### config.mk
export PLATFORM = sky130hd
export DESIGN_NAME = player_motion
export DESIGN_NICKNAME = d
export VERILOG_FILES = /design/src/rtl/game_pkg.sv /design/src/rtl/rise_detect.sv /design/src/rtl/player_motion.sv
export SDC_FILE = /design/constraint.sdc
export NUM_CORES = 1
export LEC_CHECK = 0
export CORE_MARGIN = 2
export CORE_UTILIZATION = 52
export CTS_CLUSTER_DIAMETER = 40
export CTS_CLUSTER_SIZE = 25
export DETAILED_ROUTE_END_ITERATION = 10
export GPL_ROUTABILITY_DRIVEN = 0
export GPL_TIMING_DRIVEN = 0
export PLACE_DENSITY = 0.77
export SYNTH_ARGS = -nofsm -noshare
export SYNTH_HDL_FRONTEND = slang
export SYNTH_HIERARCHICAL = 1
export SYNTH_SLANG_ARGS = --single-unit
export TNS_END_PERCENT = 10
### constraint.sdc
create_clock -name clk -period 4 [get_ports clk]
set_input_delay 0.8 -clock clk [delete_from_list [all_inputs] [get_ports clk]]
set_output_delay 0.8 -clock clk [all_outputs]
set_load 0.1 [all_outputs]
### src/rtl/game_pkg.sv
// Shared game geometry, default kinematic constants and player state types.
// Imported by player_motion and by the bar and collision blocks so that all
// agree on screen and player dimensions.
package game_pkg;

    // Screen geometry (pixels)
    localparam int unsigned SCREEN_W    = 640;
    localparam int unsigned SCREEN_H    = 480;
    localparam int unsigned PLAYER_HALF = 20;

    // Datapath widths
    localparam int unsigned POS_W = 10;
    localparam int unsigned VEL_W = 8;

    // Default kinematic parameters
    localparam int unsigned H_START_DEF  = 120;
    localparam int unsigned H_END_DEF    = SCREEN_W - 2 * PLAYER_HALF;
    localparam int unsigned H_SPEED_DEF  = 2;
    localparam int unsigned V_START_DEF  = SCREEN_H / 2;
    localparam int unsigned V_MIN_DEF    = PLAYER_HALF;
    localparam int unsigned V_MAX_DEF    = SCREEN_H - PLAYER_HALF;
    localparam int unsigned GRAVITY_DEF  = 1;
    localparam int unsigned JUMP_VEL_DEF = 8;
    localparam int unsigned MAX_FALL_DEF = 10;

    typedef enum logic [1:0] {
        RESPAWN = 2'd0,
        READY   = 2'd1,
        FLY     = 2'd2
    } player_state_t;

    // Player centre position as seen by downstream consumers
    typedef struct packed {
        logic [POS_W-1:0] h;
        logic [POS_W-1:0] v;
    } player_pos_t;

endpackage

### src/rtl/rise_detect.sv
// Rising-edge detector for a clk-synchronous level.
// Ports:
//   clk      system clock
//   reset_n  asynchronous active-low reset
//   in       synchronous input level
//   pulse    combinational, high in the cycle where in is 1 and was 0 last cycle
module rise_detect (
    input  logic clk,
    input  logic reset_n,
    input  logic in,
    output logic pulse
);

    logic in_q;

    // Previous-cycle copy of the input
    always_ff @(posedge clk or negedge reset_n) begin
        if (!reset_n) begin
            in_q <= 1'b0;
        end else begin
            in_q <= in;
        end
    end

    // Left unregistered so an edge coinciding with a tick is seen by that tick
    assign pulse = in & ~in_q;

endmodule

### src/rtl/player_motion.sv
// Player kinematics: gravity, flap impulse and constant horizontal advance,
// evaluated once per frame tick. Detects floor strikes and lap wrap-around and
// honours respawn requests from the collision checker.
// Ports:
//   clk           system clock
//   reset_n       asynchronous active-low reset
//   tick          one-cycle frame strobe
//   flap          debounced, clk-synchronous button level
//   reset_player  respawn request level (priority over tick/flap)
//   player_h      player centre x, registered
//   player_v      player centre y, registered
//   flying        high while in FLY
//   lap           one-cycle pulse on horizontal wrap
//   floor_hit     one-cycle pulse on floor strike
module player_motion
    import game_pkg::*;
#(
    parameter int unsigned H_START  = H_START_DEF,
    parameter int unsigned H_END    = H_END_DEF,
    parameter int unsigned H_SPEED  = H_SPEED_DEF,
    parameter int unsigned V_START  = V_START_DEF,
    parameter int unsigned V_MIN    = V_MIN_DEF,
    parameter int unsigned V_MAX    = V_MAX_DEF,
    parameter int unsigned GRAVITY  = GRAVITY_DEF,
    parameter int unsigned JUMP_VEL = JUMP_VEL_DEF,
    parameter int unsigned MAX_FALL = MAX_FALL_DEF
) (
    input  logic             clk,
    input  logic             reset_n,
    input  logic             tick,
    input  logic             flap,
    input  logic             reset_player,
    output logic [POS_W-1:0] player_h,
    output logic [POS_W-1:0] player_v,
    output logic             flying,
    output logic             lap,
    output logic             floor_hit
);

    // One extra bit so position sums cannot wrap before comparison
    localparam int unsigned RAW_W = POS_W + 1;

    localparam logic [POS_W-1:0]        H_START_P = POS_W'(H_START);
    localparam logic [POS_W-1:0]        V_START_P = POS_W'(V_START);
    localparam logic [POS_W-1:0]        V_MIN_P   = POS_W'(V_MIN);
    localparam logic [POS_W-1:0]        V_MAX_P   = POS_W'(V_MAX);
    localparam logic [RAW_W-1:0]        H_END_R   = RAW_W'(H_END);
    localparam logic [RAW_W-1:0]        H_SPEED_R = RAW_W'(H_SPEED);
    localparam logic signed [RAW_W-1:0] V_MIN_S   = $signed(RAW_W'(V_MIN));
    localparam logic signed [RAW_W-1:0] V_MAX_S   = $signed(RAW_W'(V_MAX));
    localparam logic signed [VEL_W:0]   GRAV_S    = $signed((VEL_W+1)'(GRAVITY));
    localparam logic signed [VEL_W:0]   FALL_S    = $signed((VEL_W+1)'(MAX_FALL));
    localparam logic signed [VEL_W-1:0] JUMP_S    = -$signed(VEL_W'(JUMP_VEL));

    player_state_t           state_q, state_d;
    player_pos_t             pos_q, pos_d;
    logic signed [VEL_W-1:0] vel_q, vel_d;
    logic                    pend_q, pend_d;
    logic                    flying_q, flying_d;
    logic                    lap_q, lap_d;
    logic                    floor_q, floor_d;

    logic                    flap_edge;
    logic                    apply_flap;
    logic signed [VEL_W:0]   vel_sum;
    logic signed [VEL_W-1:0] vel_grav;
    logic signed [VEL_W-1:0] vel_next;
    logic signed [RAW_W-1:0] v_raw;
    logic [RAW_W-1:0]        h_raw;

    rise_detect u_flap_edge (
        .clk     (clk),
        .reset_n (reset_n),
        .in      (flap),
        .pulse   (flap_edge)
    );

    // Candidate kinematics for a tick in FLY
    always_comb begin
        apply_flap = pend_q | flap_edge;
        vel_sum    = $signed({vel_q[VEL_W-1], vel_q}) + GRAV_S;
        vel_grav   = (vel_sum > FALL_S) ? VEL_W'(FALL_S) : VEL_W'(vel_sum);
        vel_next   = apply_flap ? JUMP_S : vel_grav;
        v_raw      = $signed({1'b0, pos_q.v}) + RAW_W'(vel_next);
        h_raw      = {1'b0, pos_q.h} + H_SPEED_R;
    end

    // Next-state and next-register logic
    always_comb begin
        state_d = state_q;
        pos_d   = pos_q;
        vel_d   = vel_q;
        pend_d  = pend_q;
        lap_d   = 1'b0;
        floor_d = 1'b0;

        if (reset_player) begin
            state_d = RESPAWN;
            pos_d.h = H_START_P;
            pos_d.v = V_START_P;
            vel_d   = '0;
            pend_d  = 1'b0;
        end else begin
            case (state_q)
                RESPAWN: begin
                    // Flap edges here are dropped, not remembered
                    state_d = READY;
                    pos_d.h = H_START_P;
                    pos_d.v = V_START_P;
                    vel_d   = '0;
                    pend_d  = 1'b0;
                end
                READY: begin
                    // First flap only arms the jump; movement starts at next tick
                    if (flap_edge) begin
                        state_d = FLY;
                        pend_d  = 1'b1;
                    end
                end
                FLY: begin
                    if (tick) begin
                        pend_d = 1'b0;

                        if (h_raw >= H_END_R) begin
                            pos_d.h = H_START_P;
                            lap_d   = 1'b1;
                        end else begin
                            pos_d.h = POS_W'(h_raw);
                        end

                        if (v_raw <= V_MIN_S) begin
                            pos_d.v = V_MIN_P;
                            vel_d   = '0;
                        end else if (v_raw >= V_MAX_S) begin
                            pos_d.v = V_MAX_P;
                            vel_d   = '0;
                            floor_d = 1'b1;
                            state_d = RESPAWN;
                        end else begin
                            pos_d.v = POS_W'(v_raw);
                            vel_d   = vel_next;
                        end
                    end else if (flap_edge) begin
                        pend_d = 1'b1;
                    end
                end
                default: begin
                    state_d = RESPAWN;
                end
            endcase
        end

        flying_d = (state_d == FLY);
    end

    // State and output registers
    always_ff @(posedge clk or negedge reset_n) begin
        if (!reset_n) begin
            state_q  <= RESPAWN;
            pos_q.h  <= H_START_P;
            pos_q.v  <= V_START_P;
            vel_q    <= '0;
            pend_q   <= 1'b0;
            flying_q <= 1'b0;
            lap_q    <= 1'b0;
            floor_q  <= 1'b0;
        end else begin
            state_q  <= state_d;
            pos_q    <= pos_d;
            vel_q    <= vel_d;
            pend_q   <= pend_d;
            flying_q <= flying_d;
            lap_q    <= lap_d;
            floor_q  <= floor_d;
        end
    end

    assign player_h  = pos_q.h;
    assign player_v  = pos_q.v;
    assign flying    = flying_q;
    assign lap       = lap_q;
    assign floor_hit = floor_q;

endmodule

# After elaboration in Yosys (flattened, before gate mapping)
# Cells that the tools add are included.
[word_totals]
ff_bits = 35
elab_cells = 59
[op_classes]
reduce_logical = 4
magnitude_cmp = 4
eq_ne = 4
muxes = 32
add_sub_neg = 3
bitwise = 3
[ops]
columns = ["cell", "n"]
rows = [
  ["8-bit two-way mux", 6],
  ["20-bit two-way mux", 2],
  ["20-bit one-hot mux with 2 select lines", 1],
  ["10-bit two-way mux", 3],
  ["11-bit by 10-bit >= comparator with 1-bit output, second input constant", 2],
  ["8-bit one-hot mux with 2 select lines", 1],
  ["1-bit two-way mux", 12],
  ["10-bit by 2-bit adder with 11-bit output, second input constant", 1],
  ["11-bit by 8-bit adder with 11-bit output", 1],
  ["11-bit by 6-bit less-or-equal comparator with 1-bit output, second input constant", 1],
  ["2-bit two-way mux", 5],
  ["8-bit by 2-bit adder with 9-bit output, second input constant", 1],
  ["9-bit by 5-bit > comparator with 1-bit output, second input constant", 1],
  ["2-bit one-hot mux with 3 select lines", 1],
  ["2-bit equality test, second input constant", 2],
  ["4-bit nonzero test", 1],
  ["3-bit inequality test, second input constant", 1],
  ["1-bit one-hot mux with 3 select lines", 1],
  ["3-bit nonzero test", 1],
  ["2-bit by 1-bit equality test with 1-bit output, second input constant", 1],
  ["2-bit logical NOT", 1],
  ["2-bit AND reduction", 1],
  ["1-bit AND", 1],
  ["1-bit inverter", 1],
  ["1-bit bitwise OR", 1],
]

# Logic depth before layout (Yosys ltp)
# Gate-level depths: netlist (run 1).
[depth]
ltp_word = 12
depth_mapped = 18
mapped_depth_nobuf = 18

# Modules after synthesis
# The synthesis (run 1) kept the hierarchy.
[modules_own_cells]
columns = ["mod", "n_inst", "area_per_inst_um2", "cells_each", "seq_area_each_um2"]
rows = [
  ["player_motion", 1, 2702.6, 319, 835.8],
  ["rise_detect", 1, 38.8, 2, 25.0],
]

# Worst setup path after synthesis (run 1)
# Ideal clock, no wire load.
[synth_path]
kind = "register to register"
start = "register vel_q[0]"
end = "register vel_q[0]"
setup_time_ns = 0.095
period_less_slack_ns = 3.915
required_time_ns = 3.905
stages_incl_launch_ff = 17
slack_ns = 0.085
arrival_time_ns = 3.820
cell_sequence = "dfrtp_1 -> ha_1 -> o311ai_0 -> o31ai_1 -> a31oi_1 -> o21ai_0 -> nand2_1 -> nor2_1 -> ha_1 -> fa_1 -> a21oi_2 -> o211ai_1 -> a21oi_2 -> xor2_2 -> o31ai_2 -> or3_1 -> o31ai_1"
[synth_between]
elab_chain_len = 11
word_cells_on_any_way = 12
[synth_lines]
columns = ["item", "line", "text"]
rows = [
  ["start, declared", "player_motion.sv:57", "logic signed [VEL_W-1:0] vel_q, vel_d;"],
  ["start signal, assigned", "player_motion.sv:170", "vel_q <= vel_d;"],
  ["8-bit by 2-bit adder with 9-bit output (*)", "player_motion.sv:81", "vel_sum = $signed({vel_q[VEL_W-1], vel_q}) + GRAV_S;"],
  ["9-bit by 5-bit > comparator with 1-bit output", "player_motion.sv:82", "vel_grav = (vel_sum > FALL_S) ? VEL_W'(FALL_S) : VEL_W'(vel_sum);"],
  ["8-bit two-way mux (*)", "player_motion.sv:82", ""],
  ["8-bit two-way mux (*)", "player_motion.sv:83", "vel_next = apply_flap ? JUMP_S : vel_grav;"],
  ["11-bit by 8-bit adder with 11-bit output", "player_motion.sv:84", "v_raw = $signed({1'b0, pos_q.v}) + RAW_W'(vel_next);"],
  ["11-bit by 10-bit >= comparator with 1-bit output", "player_motion.sv:134", "end else if (v_raw >= V_MAX_S) begin"],
  ["8-bit two-way mux", "player_motion.sv:134", ""],
  ["8-bit two-way mux (*)", "player_motion.sv:131", "if (v_raw <= V_MIN_S) begin"],
  ["8-bit two-way mux (*)", "player_motion.sv:121", "if (tick) begin"],
  ["8-bit one-hot mux with 2 select lines (*)", "player_motion.sv:104", "case (state_q)"],
  ["8-bit two-way mux (*)", "player_motion.sv:97", "if (reset_player) begin"],
]
# Every way passes the cells marked *; elsewhere a longest branch is shown, timed or not. The select of a mux whose other input is x is not followed.
# A chain may end at the register's enable or synchronous reset.

# Worst setup path after layout (run 1)
[layout_path]
start = "register vel_q[1]"
end = "register pos_q (netlist bit player_v[8])"
[layout_between]
elab_chain_len = 11
word_cells_on_any_way = 12
[layout_lines]
columns = ["item", "line", "text"]
rows = [
  ["8-bit by 2-bit adder with 9-bit output (*)", "player_motion.sv:81", ""],
  ["9-bit by 5-bit > comparator with 1-bit output", "player_motion.sv:82", ""],
  ["8-bit two-way mux (*)", "player_motion.sv:82", ""],
  ["8-bit two-way mux (*)", "player_motion.sv:83", ""],
  ["11-bit by 8-bit adder with 11-bit output (*)", "player_motion.sv:84", ""],
  ["11-bit by 10-bit >= comparator with 1-bit output", "player_motion.sv:134", ""],
  ["10-bit two-way mux", "player_motion.sv:134", ""],
  ["10-bit two-way mux (*)", "player_motion.sv:131", ""],
  ["20-bit two-way mux (*)", "player_motion.sv:121", ""],
  ["20-bit one-hot mux with 2 select lines (*)", "player_motion.sv:104", ""],
  ["20-bit two-way mux (*)", "player_motion.sv:97", ""],
  ["end signal, assigned", "player_motion.sv:169", "pos_q <= pos_d;"],
  ["end, declared", "player_motion.sv:56", "player_pos_t pos_q, pos_d;"],
]
# Marked as above.

==> results.ini, run 1 <==
[synth]
async_flop_share_pct = 100
synth_seq_cells = 34
post_synth.cell_area_avg_sq_um = 8.54
yosysSeqAreaShare_pct = 31.4
synth_edf_count = 0
synthTopCellsByArea = dfrtp_1 24%, ha_1 8.7%, dfstp_2 7.7%, o21ai_0 4.7%, a22o_1 4.5%
synth_top_area_share_pct = 23.7
synth.distinct_cells = 68
syn_area_sq_um = 2740
synth_top_cell_by_area = dfrtp_1
yosysWarningCount = 6
synth-main-ff-cell = dfrtp_1
syn_nets = 346
synthCells = 321

[timing]
fin_crit_sh_pct = 99.7
worstMarginPinSlew_ps = 975
period_minus_slack_ps = 3990
whs_ps = 523
setup_tns_ps = 0
setup-violations-final = 0
max_freq_mhz = 251
slew_violations = 0
relSlewSlack_pct = 34.8
rsz0062_at_grt = true
clock_skew_ps = 7.64
timing_hold_violations_final = 0

[cts]
cts_tree = done
cts_root_buffer = clkbuf_8
clkSinkCount = 34
clk_latency_ps = 300
ctsHoldBuffers = 0
cts_made_buffers = 5
cts_max_level = 2
clk_pin_slew_ps = 70
cts_buffer_depth = 2

[die]
die_w_um = 76.6
num_io_pins = 28
core_sq_um = 5110
num_rows = 26
die_h_um = 76.6
dieArea_sq_um = 5870
initial_core_util_pct = 53.7

[status]
outcome = finished, final reports clean

[min_path]
min_path_type = reg -> reg

[final_layout]
syn2layout_area_growth_pct = 28.3
layout.cells.non_filler = 442
fillers = 410
drive_gt1_share_pct = 23.9
finalNetCount = 396
multi_input_area_sq_um = 1930
diodes = 0
seqCellArea_sq_um = 865

[place]
dp_hpwl_mm = 4.92
port_buffers = 26
place_inst = 417

[route]
wire_per_inst_um = 16.3
ant_nets = 0
route.detailed.drc = 0
first_pass_iters = 5
first_iter_violations = 166
routed_wl_mm = 7.20
routed-via-count = 2605
viasPerCell = 5.89

[power_and_ir_drop]
power_leakage_nw = 1.46
vdd_drop_max_uv = 117
power_density_nw_per_um2 = 240

[global_routing]
use_met1_pct = 32.7
grt_pass1_wl_mm = 11.8
antenna_found_initial = 0
overflow = 0
grt_use_met3_pct = 5.33
grt_max_degree = 35
grtUsageMet2_pct = 39.9
busiest_layer = met2
grtUsageTotal_pct = 24.6
grt_pass1_vias = 2405

[worst_setup_path]
crit_type = reg -> reg
cp-start-kind = register
required_ps = 4180
crit_arrival_ps = 4160
cp_max_fo = 6
cp-end-kind = register

[flow_run]
drv_cap = 0

-- timing repair --
action | 4_1_cts | 5_1_grt
setup buffers | 6 | 13
pin swaps | 4 | 15
resized for setup | 18 | 28
setup endpoints to repair | 21 | 20
cloned | 0 | 0
-- layout by cell type (no fill, tap or decap), types with 3 or more instances in the layout --
| cell type | Yosys | routed |
|---|---|---|
| a21oi_1 | 15 | 12 |
| ha_1 | 19 | 14 |
| buf_6 | 2 | 3 |
| dfstp_2 | 8 | 8 |
| o21ai_0 | 26 | 21 |
| nor3_1 | 5 | 4 |
| a31oi_1 | 5 | 4 |
| dfrtp_1 | 26 | 23 |
| nor3b_1 | 3 | 3 |
| buf_4 | 1 | 18 |
| nand3_1 | 14 | 13 |
| buf_2 | 4 | 4 |
| o31ai_2 | 1 | 3 |
| xor2_1 | 3 | 3 |
| a22o_1 | 14 | 14 |
| nor2b_1 | 9 | 9 |
| nand2_1 | 28 | 27 |
| o21ai_1 | 2 | 5 |
| dfrtp_2 | 0 | 3 |
| clkbuf_8 | 0 | 6 |
| clkdlybuf4s50_1 | 0 | 25 |
| inv_1 | 13 | 12 |
| or2_2 | 3 | 3 |
| xnor2_1 | 11 | 11 |
| nor2_1 | 32 | 31 |
| ha_4 | 0 | 3 |
| clkbuf_1 | 9 | 9 |
| or3_1 | 4 | 3 |
| o22ai_1 | 3 | 3 |
| a21oi_2 | 2 | 4 |
-- metrics by stage --
stage / cell area, sq um / total power, mW / setup slack, ps / utilization [%]
CTS: 3290 / 0.821 / 4.88 / 64.5
finish: 3520 / 0.844 / 12.8 / 68.9
detailed placement: 3080 / 0.540 / -680 / 60.4
global route: 3520 / 0.889 / -149 / 68.9
floorplan: 2740 / 0.495 / 84.5 / -
global placement: 3090 / 0.537 / -558 / 60.5
-- kinds of logic after synthesis --
group | count (synthesis) | synth area share (%)
and+or+nand+nor | 118 | 22.5
DFF | 34 | 31.4
adders and majority gates | 20 | 9.40
AOI/OAI and AO/OA | 100 | 25.3
buffers and inverters | 30 | 4.97
xor gates and xnor gates | 15 | 5.07
muxes | 3 | 1.28
other | 1 | 0.137
-- metal layers --
layer  part of all wire [%]  routed length (um)
met5                      0                   0
met4                    2.2                 158
met3                    5.1                 367
met2                     48                3430
met1                     45                3250
-- power by group --
group | switching, mW | leakage (nW) | internal, mW
registers | 0.00432 | 0.439 | 0.348
clock network | 0.128 | 0.0455 | 0.140
logic | 0.132 | 0.980 | 0.0914
total | 0.264 | 1.46 | 0.579
-- cell usage after synthesis, types with 2 or more instances --
cell type / instances
a31oi_1: 5
clkbuf_1: 9
buf_6: 2
a31o_2: 2
nor2b_1: 9
and2_1: 2
a21oi_1: 15
or2_2: 3
or3_1: 4
o211ai_1: 2
o21ai_1: 2
nor2_1: 32
dfstp_2: 8
a21o_1: 3
nand3b_1: 2
a22o_1: 14
o22ai_1: 3
o21ai_0: 26
ha_1: 19
a21oi_2: 2
inv_1: 13
xnor2_1: 11
nor4_1: 2
buf_2: 4
nand3_1: 14
dfrtp_1: 26
nand2b_1: 2
mux2i_1: 2
nor3b_1: 3
nor3_1: 5
a21boi_0: 2
a32o_1: 2
nand2_1: 28
xor2_1: 3
o31ai_1: 5
and3_1: 3
-- registers in the layout, indices dropped and copies added (netlist names) --
| register | count |
|---|---|
| floor_hit | 1 |
| player_h | 9 |
| state_q | 2 |
| flying | 1 |
| u_flap_edge/in_q | 1 |
| player_v | 10 |
| lap | 1 |
| vel_q | 8 |
| pend_q | 1 |
-- critical path: stages, from the launching register on --
cell,delay (ps)
dfrtp_2,460
inv_2,80
ha_4,210
o21ai_1,150
nand3_1,110
and3_4,190
a31oi_2,150
o21ai_2,110
nand2_2,100
nor2_1,40
ha_2,170
fa_2,400
a21oi_2,190
o211ai_1,120
buf_4,180
buf_6,120
nor3_4,150
o21ai_2,80
o31ai_4,390
buf_4,180
nor2_2,40
a22o_1,230
-- area by class of cell --
cell class,count,area share [%]
Buffer,15,2.35
Tap cell,70,2.49
Multi-Input combinational cell,257,54.9
Inverter,13,1.39
Timing Repair Buffer,45,11.8
Clock buffer,8,2.56
Sequential cell,34,24.6
-- path summary, 6_finish.rpt --
| check | start | endpoint | slack, ps | cells after the start |
|---|---|---|---|---|
| worst max-delay path | vel_q[1]$_DFFE_PN0P_ | player_v[8]$_DFFE_PN0P_ | 10 | 21 |
| worst min-delay path | player_v[7]$_DFFE_PN1P_ | player_v[7]$_DFFE_PN1P_ | 520 | 2 |
| worst max register to register | vel_q[1]$_DFFE_PN0P_ | player_v[8]$_DFFE_PN0P_ | 10 | 21 |
| worst min register to register | player_v[7]$_DFFE_PN1P_ | player_v[7]$_DFFE_PN1P_ | 520 | 2 |
| max in group asynchronous | reset_n | vel_q[4]$_DFFE_PN0P_ | 2850 | 1 |
| min in group asynchronous | reset_n | player_h[1]$_DFFE_PN0P_ | 590 | 1 |
Power figures use the tool's default switching activity.
==> run 2: changes to the inputs <==
--- a/config.mk
+++ b/config.mk
@@ -13,6 +13,7 @@
 export GPL_ROUTABILITY_DRIVEN = 0
 export GPL_TIMING_DRIVEN = 0
 export PLACE_DENSITY = 0.77
+export SETUP_SLACK_MARGIN = 0.1
 export SYNTH_ARGS = -nofsm -noshare
 export SYNTH_HDL_FRONTEND = slang
 export SYNTH_HIERARCHICAL = 1
==> run 2 against run 1 <==
  * Clock skew shrank 3.9 ps
  * Register-to-register slack gained 70 ps
  * Sequential share of layout area shrank 0.27 points
  * Final cell count shrank 0.23%
  * Sequential power is essentially flat
  * Critical path depth shrank 8
  * Die area is the same
==> results.ini, run 2 (synthesis gave the netlist of run 1 again) <==
[status]
outcome = finished, final reports clean

[global_routing]
overflow = 0
grt_pass1_wl_mm = 11.1
grt_pass1_vias = 2340
grt_max_degree = 35
grt_use_met3_pct = 3.32
use_met1_pct = 31.8
grtUsageTotal_pct = 23.0
busiest_layer = met2
grtUsageMet2_pct = 36.9
antenna_found_initial = 0

[route]
viasPerCell = 5.90
first_iter_violations = 183
first_pass_iters = 4
wire_per_inst_um = 15.8
route.detailed.drc = 0
routed-via-count = 2602
routed_wl_mm = 6.96
ant_nets = 0

[final_layout]
largest_register_ffs = 10
drive_gt1_share_pct = 25.9
finalNetCount = 396
diodes = 0
mostFrequentLayoutCells = 32 x nor2_1, 27 x nand2_1, 25 x clkdlybuf4s50_1, 24 x dfrtp_1, 21 x o21ai_0
post-route-util_pct = 69.5
fillers = 399
syn2layout_area_growth_pct = 29.6
layout_commonest_cell = nor2_1

[cts]
cts_buffer_depth = 2
ctsHoldBuffers = 0
clk_pin_slew_ps = 70
clk_latency_ps = 290
cts_max_level = 2
clkSinkCount = 34
cts_root_buffer = clkbuf_8
cts_made_buffers = 5
cts_tree = done

[timing]
clock_skew_ps = 3.78
timing_hold_violations_final = 0
setup_tns_ps = 0
max_freq_mhz = 254
fin_crit_sh_pct = 98.5
slew_violations = 0
relSlewSlack_pct = 34.7
period_minus_slack_ps = 3940
worstMarginPinSlew_ps = 976
whs_ps = 534
setup-violations-final = 0
rsz0062_at_grt = true

[power_and_ir_drop]
p_sw_mw = 0.255
comb_power_share_pct = 27.0
p_int_mw = 0.579
power_density_nw_per_um2 = 235
pwr-share-clk_pct = 30.8
power_leakage_nw = 1.48
seqPwrFrac_pct = 42.3
p_sw_share_pct = 30.6
vdd_drop_max_uv = 128

[worst_setup_path]
crit_arrival_ps = 4130
cp-start-kind = input pin
required_ps = 4190
crit_type = in -> reg
cp_max_fo = 10
cp-end-kind = register

[die]
dieArea_sq_um = 5870
core_sq_um = 5110
die_h_um = 76.6
die_w_um = 76.6
initial_core_util_pct = 53.7
num_rows = 26
num_io_pins = 28

[place]
dp_hpwl_mm = 4.74
port_buffers = 26

[min_path]
min_path_type = reg -> reg

[flow_run]
drv_cap = 0

## run 2: layer usage
metal,part of all wire (%),vias to the layer above
met3,3.3,13
li1,-,1261
met4,2.1,0
met5,0,-
met2,49,59
met1,46,1269
## run 2: final timing paths
path	endpoint	cells past startpoint	start	slack, ps
worst min-delay path	player_v[7]$_DFFE_PN1P_	2	player_v[7]$_DFFE_PN1P_	530
worst max-delay path	vel_q[0]$_DFFE_PN0P_	13	flap	60
max in group asynchronous	vel_q[0]$_DFFE_PN0P_	1	reset_n	2880
worst min register to register	player_v[7]$_DFFE_PN1P_	2	player_v[7]$_DFFE_PN1P_	530
min in group asynchronous	player_h[7]$_DFFE_PN0P_	1	reset_n	580
worst max register to register	vel_q[0]$_DFFE_PN0P_	16	vel_q[0]$_DFFE_PN0P_	80
## run 2: area by class of cell
cell class	instances	area, sq um	area share, %
timing repair buffer	44	398	11.2
inverter	13	48.8	1.37
sequential	34	863	24.3
multi-input combinational	257	1970	55.4
tap	70	87.6	2.47
buffer	16	100	2.82
clock buffer	7	86.3	2.43
## run 2: stage by stage
stage	instance area, sq um	setup slack, ps	std cells	total power [mW]
6_report	3550	59.6	441	0.834
5_1_grt	3550	-118	441	0.873
4_1_cts	3350	102	434	0.817
3_5_place_dp	3090	-485	417	0.538
3_3_place_gp	3090	-443	417	0.534
2_1_floorplan	2740	160	321	0.495
## run 2: power groups by stage
stage | registers (mW) | logic, mW | clock network, mW
3_5_place_dp | 0.358 | 0.180 | 0
5_1_grt | 0.352 | 0.244 | 0.277
3_3_place_gp | 0.358 | 0.176 | 0
4_1_cts | 0.352 | 0.205 | 0.260
2_1_floorplan | 0.363 | 0.132 | 0
6_report | 0.352 | 0.225 | 0.256
## run 2: critical path, stage by stage
cell and delay (ps):
clkdlybuf4s50_1 430, nor2b_4 150, or2_2 360, a21o_4 250, ha_1 320, buf_6 150
a211oi_2 200, nor2_1 60, mux2_4 290, nor4_4 360, o21ai_4 140, or3_4 420
o31ai_2 190
## run 2: what timing repair did
| item | CTS | global route |
|---|---|---|
| setup buffers | 11 | 7 |
| pin swaps | 8 | 21 |
| gates resized for setup | 25 | 33 |
| endpoints found under the hold margin | 0 | 0 |
| setup endpoints to repair | 20 | 19 |
